--- src/rtl/cmp_flag_unit_if.sv ---
// Operand and flag bundle between the condition-path issuer (master) and cmp_flag_unit (slave).
interface cmp_flag_unit_if #(
    parameter int WIDTH = 32
);
    logic [WIDTH-1:0] in1;
    logic [WIDTH-1:0] in2;
    logic [3:0]       flag_in;
    logic             en;
    logic [3:0]       new_flag;
    logic             flag_valid;

    modport master (
        output in1, in2, flag_in, en,
        input  new_flag, flag_valid
    );

    modport slave (
        input  in1, in2, flag_in, en,
        output new_flag, flag_valid
    );
endinterface

--- src/rtl/cmp_flag_unit.sv ---
// Registered compare: flags {N,Z,C,V} of in1 - in2, or flag_in passthrough when en=0.
// One-cycle latency, one result per cycle, no backpressure.
module cmp_flag_unit #(
    parameter int WIDTH = 32
) (
    input  logic            clk,
    input  logic            rst,
    cmp_flag_unit_if.slave  bus
);
    logic [WIDTH:0] w_sum;
    logic           w_n;
    logic           w_z;
    logic           w_c;
    logic           w_v;
    logic [3:0]     w_cmp_flags;

    logic [3:0]     r_flag;
    logic           r_vld;

    // Subtract as in1 + ~in2 + 1 so the extra top bit is the ARM-style carry (1 = no borrow).
    assign w_sum = {1'b0, bus.in1} + {1'b0, ~bus.in2} + {{WIDTH{1'b0}}, 1'b1};

    assign w_n = w_sum[WIDTH-1];
    assign w_z = ~|w_sum[WIDTH-1:0];
    assign w_c = w_sum[WIDTH];
    assign w_v = (bus.in1[WIDTH-1] != bus.in2[WIDTH-1]) && (w_sum[WIDTH-1] != bus.in1[WIDTH-1]);

    assign w_cmp_flags = {w_n, w_z, w_c, w_v};

    always_ff @(posedge clk or posedge rst) begin
        if (rst) begin
            r_flag <= 4'b0000;
            r_vld  <= 1'b0;
        end else if (bus.en) begin
            r_flag <= w_cmp_flags;
            r_vld  <= 1'b1;
        end else begin
            r_flag <= bus.flag_in;
            r_vld  <= 1'b0;
        end
    end

    assign bus.new_flag   = r_flag;
    assign bus.flag_valid = r_vld;
endmodule

--- src/flat_wrapper.sv ---
// flat-port wrapper written by rule: the top's interface ports become plain ports
module cmp_flag_unit_flat 
#(
    parameter int WIDTH = 32
)
  (clk, rst, bus_in1, bus_in2, bus_flag_in, bus_en, bus_new_flag, bus_flag_valid);
  cmp_flag_unit_if #(.WIDTH(WIDTH)) bus_i ();
  input  logic clk;
  input  logic rst;
  input wire logic [$bits(bus_i.in1)-1:0] bus_in1;
  input wire logic [$bits(bus_i.in2)-1:0] bus_in2;
  input wire logic [$bits(bus_i.flag_in)-1:0] bus_flag_in;
  input wire logic [$bits(bus_i.en)-1:0] bus_en;
  output wire logic [$bits(bus_i.new_flag)-1:0] bus_new_flag;
  output wire logic [$bits(bus_i.flag_valid)-1:0] bus_flag_valid;
  assign bus_i.in1 = bus_in1;
  assign bus_i.in2 = bus_in2;
  assign bus_i.flag_in = bus_flag_in;
  assign bus_i.en = bus_en;
  assign bus_new_flag = bus_i.new_flag;
  assign bus_flag_valid = bus_i.flag_valid;
  cmp_flag_unit #(.WIDTH(WIDTH)) u_core (.clk(clk), .rst(rst), .bus(bus_i));
endmodule
--- config.mk ---
export PLATFORM = sky130hd
export DESIGN_NAME = cmp_flag_unit_flat
export DESIGN_NICKNAME = d
export VERILOG_FILES = /design/src/rtl/cmp_flag_unit_if.sv /design/src/rtl/cmp_flag_unit.sv /design/src/flat_wrapper.sv
export SDC_FILE = /design/constraint.sdc
export NUM_CORES = 1
export LEC_CHECK = 0
export CORE_ASPECT_RATIO = 1.25
export CORE_MARGIN = 1.5
export CORE_UTILIZATION = 48
export DETAILED_ROUTE_END_ITERATION = 10
export PLACE_DENSITY = 0.8
export SYNTH_ARGS = -nofsm -noshare
export SYNTH_HDL_FRONTEND = slang
export SYNTH_SLANG_ARGS = --single-unit
export TNS_END_PERCENT = 10
--- constraint.sdc ---
create_clock -name clk -period 0.8 [get_ports clk]
set_input_delay 0.12 -clock clk [delete_from_list [all_inputs] [get_ports clk]]
set_output_delay 0.12 -clock clk [all_outputs]
set_load 0.005 [all_outputs]
==> load_flow_metrics.sql, run 1 <==
INSERT INTO impl_metrics (metric_group, metric, value, unit) VALUES
('placement', 'gp_routability_congestion', '0.972', ''),
('clock_tree', 'cts_inserted_buffers', '3', ''),
('synth', 'synth_most_common_cell', 'sky130_fd_sc_hd__inv_1', ''),
('synth', 'ys_async_sr_fraction', '100', '%'),
('status', 'lastStage', '5_1_grt', ''),
('global_routing', 'via_count_of_the_first_global_routing_pass', '4795', ''),
('synth', 'synth_edf_count', '0', ''),
('floorplan', 'start_util', '49.7', '%'),
('global_routing', 'global_route_wire_length_before_repair', '23900', 'µm'),
('synth', 'ys_seq_area_share', '5.32', '%'),
('synth', 'yosys.cell_types.count', '69', ''),
('floorplan', 'row_count', '28', ''),
('synth', 'yosysTopAreaCellShare', '17.0', '%'),
('clock_tree', 'master_cell_of_the_clock_root_buffer', 'sky130_fd_sc_hd__clkbuf_8', ''),
('global_routing', 'grt_start_max_net_pins', '7', ''),
('floorplan', 'die_ht', '81.2', 'µm'),
('global_routing', 'grt-ovfl-total', '1', ''),
('synth', 'dominant_cells_by_area_after_synthesis', 'sky130_fd_sc_hd__ha_1 (17%), sky130_fd_sc_hd__inv_1 (7.0%), sky130_fd_sc_hd__a21oi_1 (6.0%)', ''),
('synth', 'synth.largest_area_cell', 'sky130_fd_sc_hd__ha_1', ''),
('synth', 'synth-warning-count', '0', ''),
('placement', 'hpwl', '6780', 'µm'),
('clock_tree', 'htree_levels', '1', ''),
('floorplan', 'die_w', '65.6', 'µm'),
('synth', 'postSynthRegisterBits', '5', ''),
('global_routing', 'globalRouteTotalUtil', '58.8', '%'),
('status', 'outcome', 'did not finish', ''),
('clock_tree', 'cts_num_sinks', '5', ''),
('synth', 'synth.avg_cell_area', '7.02', 'µm²'),
('floorplan', 'number_of_primary_i_o_pins', '76', ''),
('synth', 'ys_dominant_reg_cell', 'sky130_fd_sc_hd__dfrtp_1', ''),
('synth', 'post_synth_inst_count', '335', ''),
('placement', 'placement.io_buffers', '75', ''),
('synth', 'synthesis.area', '0.00235', 'mm²'),
('synth', 'yosys-top-cells-count', 'sky130_fd_sc_hd__inv_1 (44), sky130_fd_sc_hd__ha_1 (32), sky130_fd_sc_hd__a21oi_1 (28)', ''),
('synth', 'postSynthNetCount', '438', ''),
('clock_tree', 'clock_tree.buffer_depth', '2', ''),
('status', 'toolErrorMsg', '[ERROR GRT-0116] Global routing finished with congestion. Check the congestion regions in the DRC Viewer.', '');
[metrics by stage]
stage	setup WS [ns]	hold slack, ns	setup TNS (ns)	cell area [µm²]	cells
2_1_floorplan	-1.38	-0.101	-5.32	2480	335
3_3_place_gp	-2.12	0.333	-8.93	3820	538
3_5_place_dp	-2.21	0.340	-9.21	3820	538
4_1_cts	-1.52	0.114	-6.19	4520	584
[metal layers]
layer	GRT usage (%)	overflow
met1	56.4	0
met2	88.2	0
met3	28.3	0
met4	61.5	1
met5	5.21	0
[cells by family after synthesis]
group                      share of synthesized area [%]
and+or+nand+nor                                     26.3
buffers and inverters                               10.5
muxes                                               1.70
xor gates and xnor gates                            4.84
AOI/OAI and AO/OA                                   34.3
DFF                                                 5.32
adders and majority gates                           17.0
[what timing repair did]
action,CTS
pin swaps,64
setup buffers,42
hold buffers,0
gates resized for setup,188
endpoints found under the setup margin,9
==> run 2: changes to the inputs <==
Settings changed: CORE_ASPECT_RATIO 1.25 to default, CORE_UTILIZATION 48 to 35, PLACE_DENSITY 0.8 to default, PLACE_DENSITY_LB_ADDON from default to 0.15.
==> run 2 against run 1 <==
Against the previous run:
- the flow now finishes, with violations (design-rule violations, negative setup slack)
- area after synthesis stayed put
- synthesized cell count stayed put
==> load_flow_metrics.sql, run 2 <==
INSERT INTO impl_metrics (metric_group, metric, value, unit) VALUES
('finish', 'final_nets', '638', ''),
('power', 'p_per_area', '939', 'mW/mm²'),
('finish', 'filler_cell_count', '530', ''),
('finish', 'utilization', '72.6', '%'),
('clock_tree', 'master_cell_of_the_clock_root_buffer', 'sky130_fd_sc_hd__clkbuf_8', ''),
('finish', 'post_route_cells_drive_above_1_share', '53.0', '%'),
('worst_setup_path', 'worst_setup_path_end_kind', 'flop', ''),
('timing', 'final-max-slew-violation-count', '0', ''),
('synth', 'synthesis.area', '0.00235', 'mm²'),
('placement', 'gp_routability_congestion', '0.846', ''),
('synth', 'synth-warning-count', '0', ''),
('detailed_routing', 'wire_per_inst', '15.1', 'µm'),
('finish', 'area.sequential', '125', 'µm²'),
('power', 'combPwrFrac', '81.8', '%'),
('floorplan', 'fp.dieArea', '0.00722', 'mm²'),
('synth', 'synth.avg_cell_area', '7.02', 'µm²'),
('power', 'power.internal', '2.56', 'mW'),
('synth', 'dominant_cells_by_area_after_synthesis', 'sky130_fd_sc_hd__ha_1 (17%), sky130_fd_sc_hd__inv_1 (7.0%), sky130_fd_sc_hd__a21oi_1 (6.0%)', ''),
('worst_setup_path', 'crit_arrival', '2.38', 'ns'),
('clock_tree', 'cts_num_sinks', '5', ''),
('floorplan', 'die_ht', '85.0', 'µm'),
('synth', 'ys_dominant_reg_cell', 'sky130_fd_sc_hd__dfrtp_1', ''),
('clock_tree', 'cts_tree', 'yes', ''),
('synth', 'synth_most_common_cell', 'sky130_fd_sc_hd__inv_1', ''),
('power', 'clock_network_fraction_of_design_power', '11.7', '%'),
('clock_tree', 'cts_inserted_buffers', '3', ''),
('floorplan', 'number_of_primary_i_o_pins', '76', ''),
('worst_setup_path', 'path_max_fanout', '4', ''),
('timing', 'finalHoldViolCount', '0', ''),
('floorplan', 'start_util', '36.6', '%'),
('worst_setup_path', 'crit_required', '0.90', 'ns'),
('floorplan', 'die_w', '85.0', 'µm'),
('job', 'maxCapViolCount', '0', ''),
('detailed_routing', 'firstDrtPassIters', '8', ''),
('worst_setup_path', 'cp-start-kind', 'input port', ''),
('status', 'outcome', 'complete, but fails checks', ''),
('power', 'netSwitchingPower', '1.82', 'mW'),
('timing', 'totalNegativeSetupSlack', '-5.60', 'ns'),
('finish', 'mostFrequentLayoutCell', 'sky130_fd_sc_hd__buf_4', ''),
('status', 'violations_in_the_final_reports', 'design-rule violations, negative setup slack', ''),
('timing', 'setup_violations', '9', ''),
('clock_tree', 'htree_levels', '1', ''),
('synth', 'yosysTopAreaCellShare', '17.0', '%'),
('timing', 'fin_crit_sh', '285', '%'),
('detailed_routing', 'drt-vias-per-instance', '5.47', ''),
('detailed_routing', 'final_antenna_net_count', '0', ''),
('placement', 'placement.io_buffers', '75', ''),
('placement', 'placed_cells_incl_taps', '555', ''),
('timing', 'layout_setup_ws', '-1.48', 'ns'),
('placement', 'hpwl', '6150', 'µm'),
('finish', 'design_area', '0.00466', 'mm²'),
('detailed_routing', 'detailedRoute.firstIterationViolations', '166', ''),
('synth', 'postSynthNetCount', '438', ''),
('finish', 'count_of_inserted_antenna_diode_cells', '0', ''),
('power', 'worst_ir_drop_vdd', '0.000573', 'V'),
('clock_tree', 'clock_tree.buffer_depth', '2', ''),
('global_routing', 'grt_start_max_net_pins', '8', ''),
('global_routing', 'grt_antenna_before_repair', '0', ''),
('finish', 'layout.cells.non_filler', '611', ''),
('global_routing', 'grt-ovfl-total', '0', ''),
('detailed_routing', 'dr_total_vias', '3340', ''),
('worst_setup_path', 'worst-setup-path-type', 'in -> reg', ''),
('synth', 'postSynthRegisterBits', '5', ''),
('global_routing', 'global_route_wire_length_before_repair', '14300', 'µm'),
('synth', 'yosys.cell_types.count', '69', ''),
('power', 'cellLeakagePower', '2.15', 'nW'),
('timing', 'worst_pin_slew', '0.415', 'ns'),
('timing', 'period_needed', '2.28', 'ns'),
('synth', 'synth.largest_area_cell', 'sky130_fd_sc_hd__ha_1', ''),
('timing', 'rsz0062_at_grt', 'yes', ''),
('synth', 'ys_async_sr_fraction', '100', '%'),
('placement', 'placed_area', '0.00385', 'mm²'),
('finish', 'multi_input_area', '0.00255', 'mm²'),
('synth', 'post_synth_inst_count', '335', ''),
('global_routing', 'globalRouteTotalUtil', '23.6', '%'),
('finish', 'largest_reg_flops', '4', ''),
('timing', 'fmax', '0.439', 'GHz'),
('floorplan', 'row_count', '29', ''),
('global_routing', 'via_count_of_the_first_global_routing_pass', '3366', ''),
('finish', 'syn2layout_area_growth', '98.3', '%'),
('detailed_routing', 'drc_violations_left', '5', ''),
('clock_tree', 'cts.clk_slew.worst_paths', '0.05', 'ns'),
('synth', 'ys_seq_area_share', '5.32', '%'),
('power', 'power.share.switching', '41.5', '%'),
('floorplan', 'coreArea', '0.00642', 'mm²'),
('synth', 'synth_edf_count', '0', ''),
('synth', 'yosys-top-cells-count', 'sky130_fd_sc_hd__inv_1 (44), sky130_fd_sc_hd__ha_1 (32), sky130_fd_sc_hd__a21oi_1 (28)', ''),
('hold_path', 'class_of_the_tightest_hold_or_removal_check', 'in -> async', ''),
('timing', 'relSlewSlack', '72.3', '%'),
('detailed_routing', 'routed_wl', '9230', 'µm'),
('finish', 'final_cell_mix', 'sky130_fd_sc_hd__buf_4 (122), sky130_fd_sc_hd__inv_2 (23), sky130_fd_sc_hd__ha_4 (23)', ''),
('power', 'power.sequential.fraction', '6.5', '%');
==> run 2: cell counts after synthesis <==
Identical to the previous run, type by type.
==> run 2: cell families (layout without fill, tap and decap cells) <==
kind of cell,after synthesis,in the layout,synth area share [%]
AO/OA/AOI/OAI,112,112,34.3
XOR/XNOR,13,13,4.84
AND/OR/NAND/NOR,111,111,26.3
buffers and inverters,58,257,10.5
adder cells (fa/ha/maj),32,32,17.0
flip-flops,5,5,5.32
multiplexers,4,4,1.70
==> run 2: what timing repair did <==
action | CTS | global route
hold endpoints to repair | 0 | 0
hold buffers | 0 | 0
endpoints found under the setup margin | 9 | 9
buffers inserted | 38 | 14
pin swaps | 63 | 55
gates resized for setup | 187 | 73
==> run 2: critical path: stages <==
cell and delay [ns]:
sky130_fd_sc_hd__buf_2 0.10, sky130_fd_sc_hd__inv_2 0.05, sky130_fd_sc_hd__ha_4 0.29, sky130_fd_sc_hd__buf_4 0.12
sky130_fd_sc_hd__o21ai_1 0.09, sky130_fd_sc_hd__a21oi_2 0.20, sky130_fd_sc_hd__a21oi_2 0.11, sky130_fd_sc_hd__a2111oi_4 0.50
sky130_fd_sc_hd__o21ai_2 0.16, sky130_fd_sc_hd__buf_4 0.15, sky130_fd_sc_hd__buf_4 0.12, sky130_fd_sc_hd__nand3b_1 0.08
sky130_fd_sc_hd__o211ai_1 0.12, sky130_fd_sc_hd__nand4_1 0.11, sky130_fd_sc_hd__o21ai_1 0.07
==> run 2: worst paths after layout <==
check                               start                      to  slack (ns)  cells after the start
max                           bus_in2[12]  u_core.bus.new_flag[2]       -1.48                     15
min                                   rst  u_core.bus.new_flag[3]         0.1                      2
max in group asynchronous             rst  u_core.bus.new_flag[2]        0.50                      2
min in group clk           bus_flag_in[2]  u_core.bus.new_flag[2]        0.45                      3
==> run 2: power groups by stage <==
stage / registers, mW / logic [mW] / clock network, mW
after floorplan: 0.289 / 1.56 / 0
after global placement: 0.286 / 2.68 / 0
after detailed placement: 0.287 / 2.71 / 0
after CTS: 0.283 / 3.30 / 0.500
after global routing: 0.284 / 3.84 / 0.518
final: 0.283 / 3.58 / 0.512
==> run 2: routing by layer <==
| metal | GRT usage (%) | vias to the layer above | routed length [µm] |
|---|---|---|---|
| li1 | - | 1633 | - |
| met1 | 27.6 | 1605 | 3800 |
| met2 | 45.7 | 89 | 4960 |
| met3 | 1.85 | 13 | 331 |
| met4 | 5.96 | 0 | 133 |
| met5 | 0 | - | 0 |
==> run 2: area by class of cell <==
type	instances	area share, %
sequential	5	2.68
timing repair buffer	209	35.8
clock buffer	4	0.966
tap	77	2.07
inverter	44	3.70
multi-input combinational	272	54.8
==> run 2: metrics by stage <==
step	hold slack [ns]	total power, mW	setup slack [ns]
final	0.0981	4.38	-1.48
after global routing	0.140	4.64	-1.58
after global placement	0.340	2.96	-2.14
after detailed placement	0.349	2.99	-2.21
after CTS	0.108	4.08	-1.49
after floorplan	-0.101	1.85	-1.38
(Power assumes the default switching activity.)
